==> config.mk <==
export PLATFORM = sky130hd
export DESIGN_NAME = fc_dense_layer
export DESIGN_NICKNAME = d
export VERILOG_FILES = /design/src/rtl/fc_dense_layer.sv
export SDC_FILE = /design/constraint.sdc
export NUM_CORES = 2
export LEC_CHECK = 0
export CAP_MARGIN = 30
export CORE_MARGIN = 2
export CORE_UTILIZATION = 60
export CTS_CLUSTER_DIAMETER = 30
export DETAILED_ROUTE_END_ITERATION = 7
export PLACE_DENSITY = 0.79
export SLEW_MARGIN = 10
export SYNTH_ARGS = -nofsm -noshare
export SYNTH_HDL_FRONTEND = slang
export SYNTH_SLANG_ARGS = --single-unit
==> constraint.sdc <==
create_clock -name clk -period 9.3 [get_ports clk]
set_input_delay 1.86 -clock clk [delete_from_list [all_inputs] [get_ports clk]]
set_output_delay 1.86 -clock clk [all_outputs]
set_load 0.1 [all_outputs]
==> src/rtl/fc_dense_layer.sv <==
// Fully-connected output stage: one MAC per cycle over the flatten memory,
// one neuron at a time, with rounded and saturated 4.16 logits written to L3.
module fc_dense_layer #(
    parameter int N_IN  = 2048,
    parameter int N_OUT = 4
) (
    input  logic        clk,
    input  logic        reset,
    input  logic        start,
    output logic        busy,
    output logic        done,
    output logic        crd,
    output logic [11:0] caddr_rd,
    output logic [2:0]  csel_rd,
    input  logic [19:0] cdata_rd,
    output logic [13:0] waddr,
    input  logic [19:0] wdata,
    output logic [1:0]  bias_sel,
    input  logic [19:0] bias_data,
    output logic        cwr,
    output logic [11:0] caddr_wr,
    output logic [19:0] cdata_wr,
    output logic [2:0]  csel_wr
);

    localparam logic [11:0] LAST_IDX    = 12'(N_IN - 1);
    localparam logic [1:0]  LAST_NEURON = 2'(N_OUT - 1);
    localparam logic [2:0]  SEL_FLAT    = 3'b101;
    localparam logic [2:0]  SEL_OUT     = 3'b110;

    typedef enum logic [2:0] {
        S_IDLE  = 3'd0,
        S_MAC   = 3'd1,
        S_DRAIN = 3'd2,
        S_WRITE = 3'd3,
        S_DONE  = 3'd4
    } state_t;

    state_t              r_state;
    state_t              w_state_nxt;
    logic [11:0]         r_idx;
    logic [11:0]         w_idx_nxt;
    logic [1:0]          r_neuron;
    logic [1:0]          w_neuron_nxt;

    logic signed [39:0]  r_prod;
    logic                r_prod_vld;
    logic signed [51:0]  r_acc;

    logic signed [39:0]  w_cdata_sx;
    logic signed [39:0]  w_wdata_sx;
    logic signed [39:0]  w_prod;
    logic signed [51:0]  w_acc_sum;
    logic signed [51:0]  w_bias_ext;
    logic signed [51:0]  w_sum;
    logic [19:0]         w_result;

    // Round-to-4.16 already applied in sum; clamp when bits above 3.16 disagree.
    function automatic logic [19:0] saturate(input logic [51:0] sum);
        logic [19:0] res;
        if (sum[51:35] != {17{sum[51]}}) begin
            res = sum[51] ? 20'h80000 : 20'h7FFFF;
        end else begin
            res = sum[35:16];
        end
        return res;
    endfunction

    assign w_cdata_sx = {{20{cdata_rd[19]}}, cdata_rd};
    assign w_wdata_sx = {{20{wdata[19]}}, wdata};
    assign w_prod     = w_cdata_sx * w_wdata_sx;
    assign w_acc_sum  = r_acc + (r_prod_vld ? {{12{r_prod[39]}}, r_prod} : 52'sd0);
    assign w_bias_ext = {{16{bias_data[19]}}, bias_data, 16'h0000};
    assign w_sum      = w_acc_sum + w_bias_ext + 52'sd32768;
    assign w_result   = saturate(w_sum);

    // State, index and neuron registers.
    always_ff @(posedge clk) begin
        if (reset) begin
            r_state  <= S_IDLE;
            r_idx    <= 12'd0;
            r_neuron <= 2'd0;
        end else begin
            r_state  <= w_state_nxt;
            r_idx    <= w_idx_nxt;
            r_neuron <= w_neuron_nxt;
        end
    end

    // Next-state, index and neuron sequencing.
    always_comb begin
        w_state_nxt  = r_state;
        w_idx_nxt    = r_idx;
        w_neuron_nxt = r_neuron;
        case (r_state)
            S_IDLE: begin
                if (start) begin
                    w_state_nxt  = S_MAC;
                    w_idx_nxt    = 12'd0;
                    w_neuron_nxt = 2'd0;
                end else begin
                    w_state_nxt  = S_IDLE;
                end
            end
            S_MAC: begin
                if (r_idx == LAST_IDX) begin
                    w_state_nxt = S_DRAIN;
                end else begin
                    w_idx_nxt   = r_idx + 12'd1;
                end
            end
            S_DRAIN: begin
                w_state_nxt = S_WRITE;
            end
            S_WRITE: begin
                if (r_neuron == LAST_NEURON) begin
                    w_state_nxt  = S_DONE;
                end else begin
                    w_state_nxt  = S_MAC;
                    w_idx_nxt    = 12'd0;
                    w_neuron_nxt = r_neuron + 2'd1;
                end
            end
            S_DONE: begin
                w_state_nxt = S_IDLE;
            end
            default: begin
                w_state_nxt  = S_IDLE;
                w_idx_nxt    = 12'd0;
                w_neuron_nxt = 2'd0;
            end
        endcase
    end

    // Multiply-accumulate datapath; cleared after each write so neurons never mix.
    always_ff @(posedge clk) begin
        if (reset) begin
            r_prod     <= 40'sd0;
            r_prod_vld <= 1'b0;
            r_acc      <= 52'sd0;
        end else begin
            case (r_state)
                S_MAC: begin
                    r_prod     <= w_prod;
                    r_prod_vld <= 1'b1;
                    r_acc      <= w_acc_sum;
                end
                S_DRAIN: begin
                    r_prod     <= 40'sd0;
                    r_prod_vld <= 1'b0;
                    r_acc      <= w_acc_sum;
                end
                default: begin
                    r_prod     <= 40'sd0;
                    r_prod_vld <= 1'b0;
                    r_acc      <= 52'sd0;
                end
            endcase
        end
    end

    // Output registers, loaded from the state being entered so ports match it.
    always_ff @(posedge clk) begin
        if (reset) begin
            busy     <= 1'b0;
            done     <= 1'b0;
            crd      <= 1'b0;
            caddr_rd <= 12'd0;
            csel_rd  <= 3'b000;
            waddr    <= 14'd0;
            bias_sel <= 2'd0;
            cwr      <= 1'b0;
            caddr_wr <= 12'd0;
            cdata_wr <= 20'd0;
            csel_wr  <= 3'b000;
        end else begin
            busy     <= (w_state_nxt == S_MAC) || (w_state_nxt == S_DRAIN) ||
                        (w_state_nxt == S_WRITE);
            done     <= (w_state_nxt == S_DONE);
            crd      <= (w_state_nxt == S_MAC);
            csel_rd  <= (w_state_nxt == S_MAC) ? SEL_FLAT : 3'b000;
            bias_sel <= w_neuron_nxt;
            if (w_state_nxt == S_MAC) begin
                caddr_rd <= w_idx_nxt;
                waddr    <= {w_neuron_nxt, w_idx_nxt};
            end else begin
                caddr_rd <= caddr_rd;
                waddr    <= waddr;
            end
            if (w_state_nxt == S_WRITE) begin
                cwr      <= 1'b1;
                caddr_wr <= {10'd0, r_neuron};
                cdata_wr <= w_result;
                csel_wr  <= SEL_OUT;
            end else begin
                cwr      <= 1'b0;
                caddr_wr <= 12'd0;
                cdata_wr <= 20'd0;
                csel_wr  <= 3'b000;
            end
        end
    end

endmodule

### Word-level counts from Yosys, hierarchy flattened

Index checks and enable logic that the tools add are counted.

* $add $sub $neg: 5
* $mul: 1
* equal/unequal tests: 11
* muxes and demuxes: 18
* bitwise operators: 3
* reduce and logical (&&, ||, !) cells: 9

Operator list (count)
* $add A52 B17 Y52 const B: 1
* $add A52 B36 Y52: 1
* $add A52 B52 Y52: 1
* $mux W52: 1
* $pmux W12 S4: 1
* $mul A20 B20 Y40: 1
* $mux W20: 2
* $mux W12: 3
* $ne A16 B16 Y1: 1
* $add A12 B1 Y12 const B: 1
* $eq A12 B11 Y1 const B: 1
* $eq A3 B2 Y1 const B: 4
* $mux W3: 4
* $pmux W3 S4: 1
* $reduce_or A2 Y1: 5
* $eq A3 B1 Y1 const B: 2
* $eq A3 B3 Y1 const B: 2
* $pmux W2 S3: 1
* $mux W2: 2
* $logic_not A3 Y1: 1
* $mux W1: 3
* $not A1 Y1: 3
* $reduce_or A3 Y1: 1
* $add A2 B1 Y2 const B: 1
* other kinds (2): 3

* flip-flop bits (word level): 178
* input bits: 63
* output and inout port bits: 70
* word-level logic and storage cells: 64

### Logic depth before layout (Yosys ltp)

* depth in word-level cells: 6
* depth in mapped cells: 32
* depth with buffers taken out: 28

### Worst setup path after synthesis

OpenSTA, ideal clock, no wires.

* path type: input to register
* start: in cdata_rd[19]
* end: reg r_prod[38]
* library setup time: 0.128 ns
* arrival time: 8.557 ns
* data required time: 9.172 ns
* slack: 0.615 ns
* cell stages on the path: 25
* buffers on the path: 2
* cells stage by stage: clkbuf_1 > clkbuf_1 > nand2_1 > fa_1 > fa_1 > inv_1 > fa_1 > inv_1 > fa_1 > inv_1 > fa_1 > inv_1 > fa_1 > fa_1 > inv_1 > ha_1 > and3_1 > a221o_1 > nand2b_1 > a21oi_1 > or3b_2 > a211o_1 > o21ai_0 > xnor2_1 > nor2_1

* longest elaborated chain between the ends: 1

RTL lines
* start, declared: line 15 `input logic [19:0] cdata_rd,`
* $mul A20 B20 Y40: line 71 `assign w_prod = w_cdata_sx * w_wdata_sx;`
* end signal, assigned: line 144 `r_prod <= w_prod;`
* end, declared: line 46 `logic signed [39:0] r_prod;`

No other way between the ends.
A chain may end at the register's enable or synchronous reset.

### Final worst setup path

* start: in wdata[3]
* end: reg r_prod[38]

* longest elaborated chain between the ends: 1

RTL lines
* start, declared: line 17 `input logic [19:0] wdata,`
* $mul A20 B20 Y40: line 71

No other way between the ends.

==> results.py <==
metrics = {
    "grt": {
        "grt_first_pass_wirelength_um": 100000,
        "grt_max_degree": 41,
        "antenna_found_initial": 0,
        "grt_pass1_vias": 20421,
        "grt_usage_pct": 28.2,
        "overflow": 0,
    },
    "yosys": {
        "synth_xor_area_share_pct": 4.23,
        "syn_area_per_cell_sq_um": 8.78,
        "yosysMostFrequentCell": "inv_1",
        "synthFlopType": "dfxtp_1",
        "synth_edf_count": 0,
        "synth-simple-area-share_pct": 17.6,
        "netlist_area_sq_um": 25200,
        "synth_top_area_cell": "fa_1",
        "synth_seq_cells": 150,
        "yosysWarnings": 0,
        "muxShareOfSynthArea_pct": 0.0793,
        "synth_top_family_by_area": "adder cells",
        "synthCells": 2873,
        "netlist_top_cells_area": "fa_1 (33%), dfxtp_1 (12%), ha_1 (9.6%)",
        "synth.distinct_cells": 82,
        "yosys-top-cells-count": "inv_1 (484), fa_1 (422), and2_1 (280), nand2_1 (236), ha_1 (194)",
        "async_flop_share_pct": 0,
        "synth_fa_ha_area_share_pct": 43.1,
        "synth_top_area_share_pct": 33.5,
        "synth_compound_area_share_pct": 12.9,
        "ys_seq_area_share_pct": 11.9,
    },
    "layout": {
        "multi_input_area_sq_um": 19700,
        "antennaDiodeCount": 0,
        "drive_gt1_share_pct": 4.65,
        "ff_latch_area_sq_um": 3000,
        "fill_cells": 3364,
        "syn_to_final_growth_pct": 9.28,
        "final_nets": 3613,
        "utilization_pct": 66.0,
    },
    "place": {
        "routabilityCongestion": 0.963,
        "hpwlAfterDp_um": 51000,
        "port-buffer-count": 120,
    },
    "timing": {
        "relSlewSlack_pct": 34.5,
        "min_period_over_period_pct": 96.3,
        "rsz0062_at_grt": "no",
        "fin_crit_ps": 8960,
        "fmax_mhz": 112,
        "drv_slew": 0,
        "worst_pin_slew_ps": 980,
        "finClkSkew_ps": 12.6,
        "hold_viol": 0,
        "setup_viol": 0,
    },
    "cts": {
        "clockBufferDepth": 2,
        "cts_buffers": 17,
        "htreeDepth": 4,
        "clkLatencyLatePin_ps": 430,
        "cts_tree": "yes",
        "post_cts_buffers": 0,
        "cts.sinks": 150,
        "cts_root_buf": "clkbuf_16",
        "clk_pin_slew_ps": 60,
    },
    "min_path": {
        "hold_path.class": "flip-flop to flip-flop",
        "hold-path-endpoint": "waddr[12]",
        "hold_depth": 2,
        "min_from": "waddr[12]",
    },
    "die": {
        "rows": 75,
        "ios": 133,
        "die_height_um": 209,
        "die_width_um": 209,
        "dieArea_sq_um": 43700,
        "initial_core_util_pct": 60.4,
        "core_area_sq_um": 41800,
    },
    "route": {
        "route.detailed.wl_per_inst_um": 17.3,
        "drt-pass1-iter-count": 5,
        "drt-initial-drc-count": 1230,
        "postRouteAntennaNets": 0,
        "drc": 0,
        "vias": 19710,
        "wl_um": 60200,
        "viasPerCell": 5.65,
    },
    "setup_path": {
        "critPathArrivalTime_ps": 9270,
        "crit_top_cell": "fa_1",
        "r2r_setup_slack_ps": 1120,
        "max_stage_delay_ps": 690,
        "timing.setup.critical_path_class": "primary input to flip-flop",
        "worstSetupEndpointType": "flip-flop",
        "r2r-end": "cdata_wr[1]",
        "r2r_cells": 27,
        "slowest_stage": "clkdlybuf4s50_1",
        "critPathMaxFanout": 13,
        "worst-endpoint-required_ps": 9610,
        "start_kind": "primary input",
        "r2r_start": "r_prod_vld",
    },
    "flow_run": {
        "maxCapViolations": 0,
    },
    "run_status": {
        "status": "finished, final reports clean",
    },
}
[routing by layer]
layer	wire length [um]	global-route usage (%)
met2	28500	47.5
met3	3870	3.77
met5	0	0
met4	1500	8.15
met1	26300	38.2
[how the worst max path moves through the flow]
stage                       startpoint         end  slack (ps)  cells past startpoint
after floorplan           cdata_rd[19]  r_prod[38]         620                     25
after CTS                  cdata_rd[6]  r_prod[32]         350                     27
after global routing          wdata[3]  r_prod[38]         120                     25
final                         wdata[3]  r_prod[38]         340                     25
after detailed placement   cdata_rd[6]  r_prod[32]        -100                     27
after global placement     cdata_rd[7]  r_prod[32]          90                     27
[critical path: cells and delay by family]
family / cells / cell delay [ps]
adder cells (fa/ha/maj): 8 / 3790
AO/OA/AOI/OAI: 5 / 1380
AND/OR/NAND/NOR: 5 / 1080
buffers and inverters: 6 / 1000
XOR/XNOR: 1 / 150
[stage by stage]
step	area (sq um)	std cells	setup TNS (ps)	worst slack [ps]	hold slack (ps)
after global placement	27000	3452	0	93.2	448
after detailed placement	27000	3453	-123	-95.4	454
after global routing	27600	3486	0	116	488
after CTS	27600	3485	0	351	463
after floorplan	25300	2884	0	615	449
final	27600	3486	0	342	458
[cells by family after synthesis]
group / after synthesis
and+or+nand+nor: 863
buffers and inverters: 649
adders and majority gates: 616
AOI/OAI and AO/OA: 470
DFF: 150
xor gates and xnor gates: 122
muxes: 2
other: 1
[flip-flops by register name, summed over array words and instances, names as in the netlist]
signal / cells
busy: 1
r_acc: 52
r_prod_vld: 1
cdata_wr: 20
caddr_wr: 2
csel_wr: 1
waddr: 3
r_idx: 12
csel_rd: 1
done: 1
bias_sel: 2
caddr_rd: 11
r_prod: 40
r_state: 3
[final cells by class]
class | instances | area share [%]
Multi-Input combinational cell | 2085 | 71.5
Sequential cell | 150 | 10.9
Inverter | 485 | 6.60
Timing Repair Buffer | 195 | 6.52
Tap cell | 539 | 2.45
Clock buffer | 21 | 1.71
Clock inverter | 11 | 0.358
[timing repair]
item | 4_1_cts | 5_1_grt
hold buffers | 0 | 0
gates resized for setup | 0 | 7
endpoints found under the setup margin | 0 | 1
[cell usage in the layout, fill, tap and decap left out, drive strengths merged, types with 9 or more instances in the layout]
| master | n |
|---|---|
| nor3 | 40 |
| ha | 194 |
| clkdlybuf4s50 | 114 |
| conb | 12 |
| and2 | 280 |
| inv | 486 |
| nand3 | 33 |
| o21a | 12 |
| nor2 | 144 |
| a21o | 82 |
| dfxtp | 150 |
| nand2b | 23 |
| xor2 | 46 |
| a31oi | 18 |
| nor2b | 14 |
| a211oi | 26 |
| clkbuf | 21 |
| or2 | 10 |
| and3 | 24 |
| nand4 | 20 |
| nand2 | 236 |
| o21ai | 63 |
| o211ai | 9 |
| o21bai | 25 |
| buf | 75 |
| o211a | 36 |
| fa | 422 |
| a21oi | 123 |
| xnor2 | 76 |
Power is not shown: default switching activity piles up to over one toggle a cycle in this logic, so the estimate is an artifact.
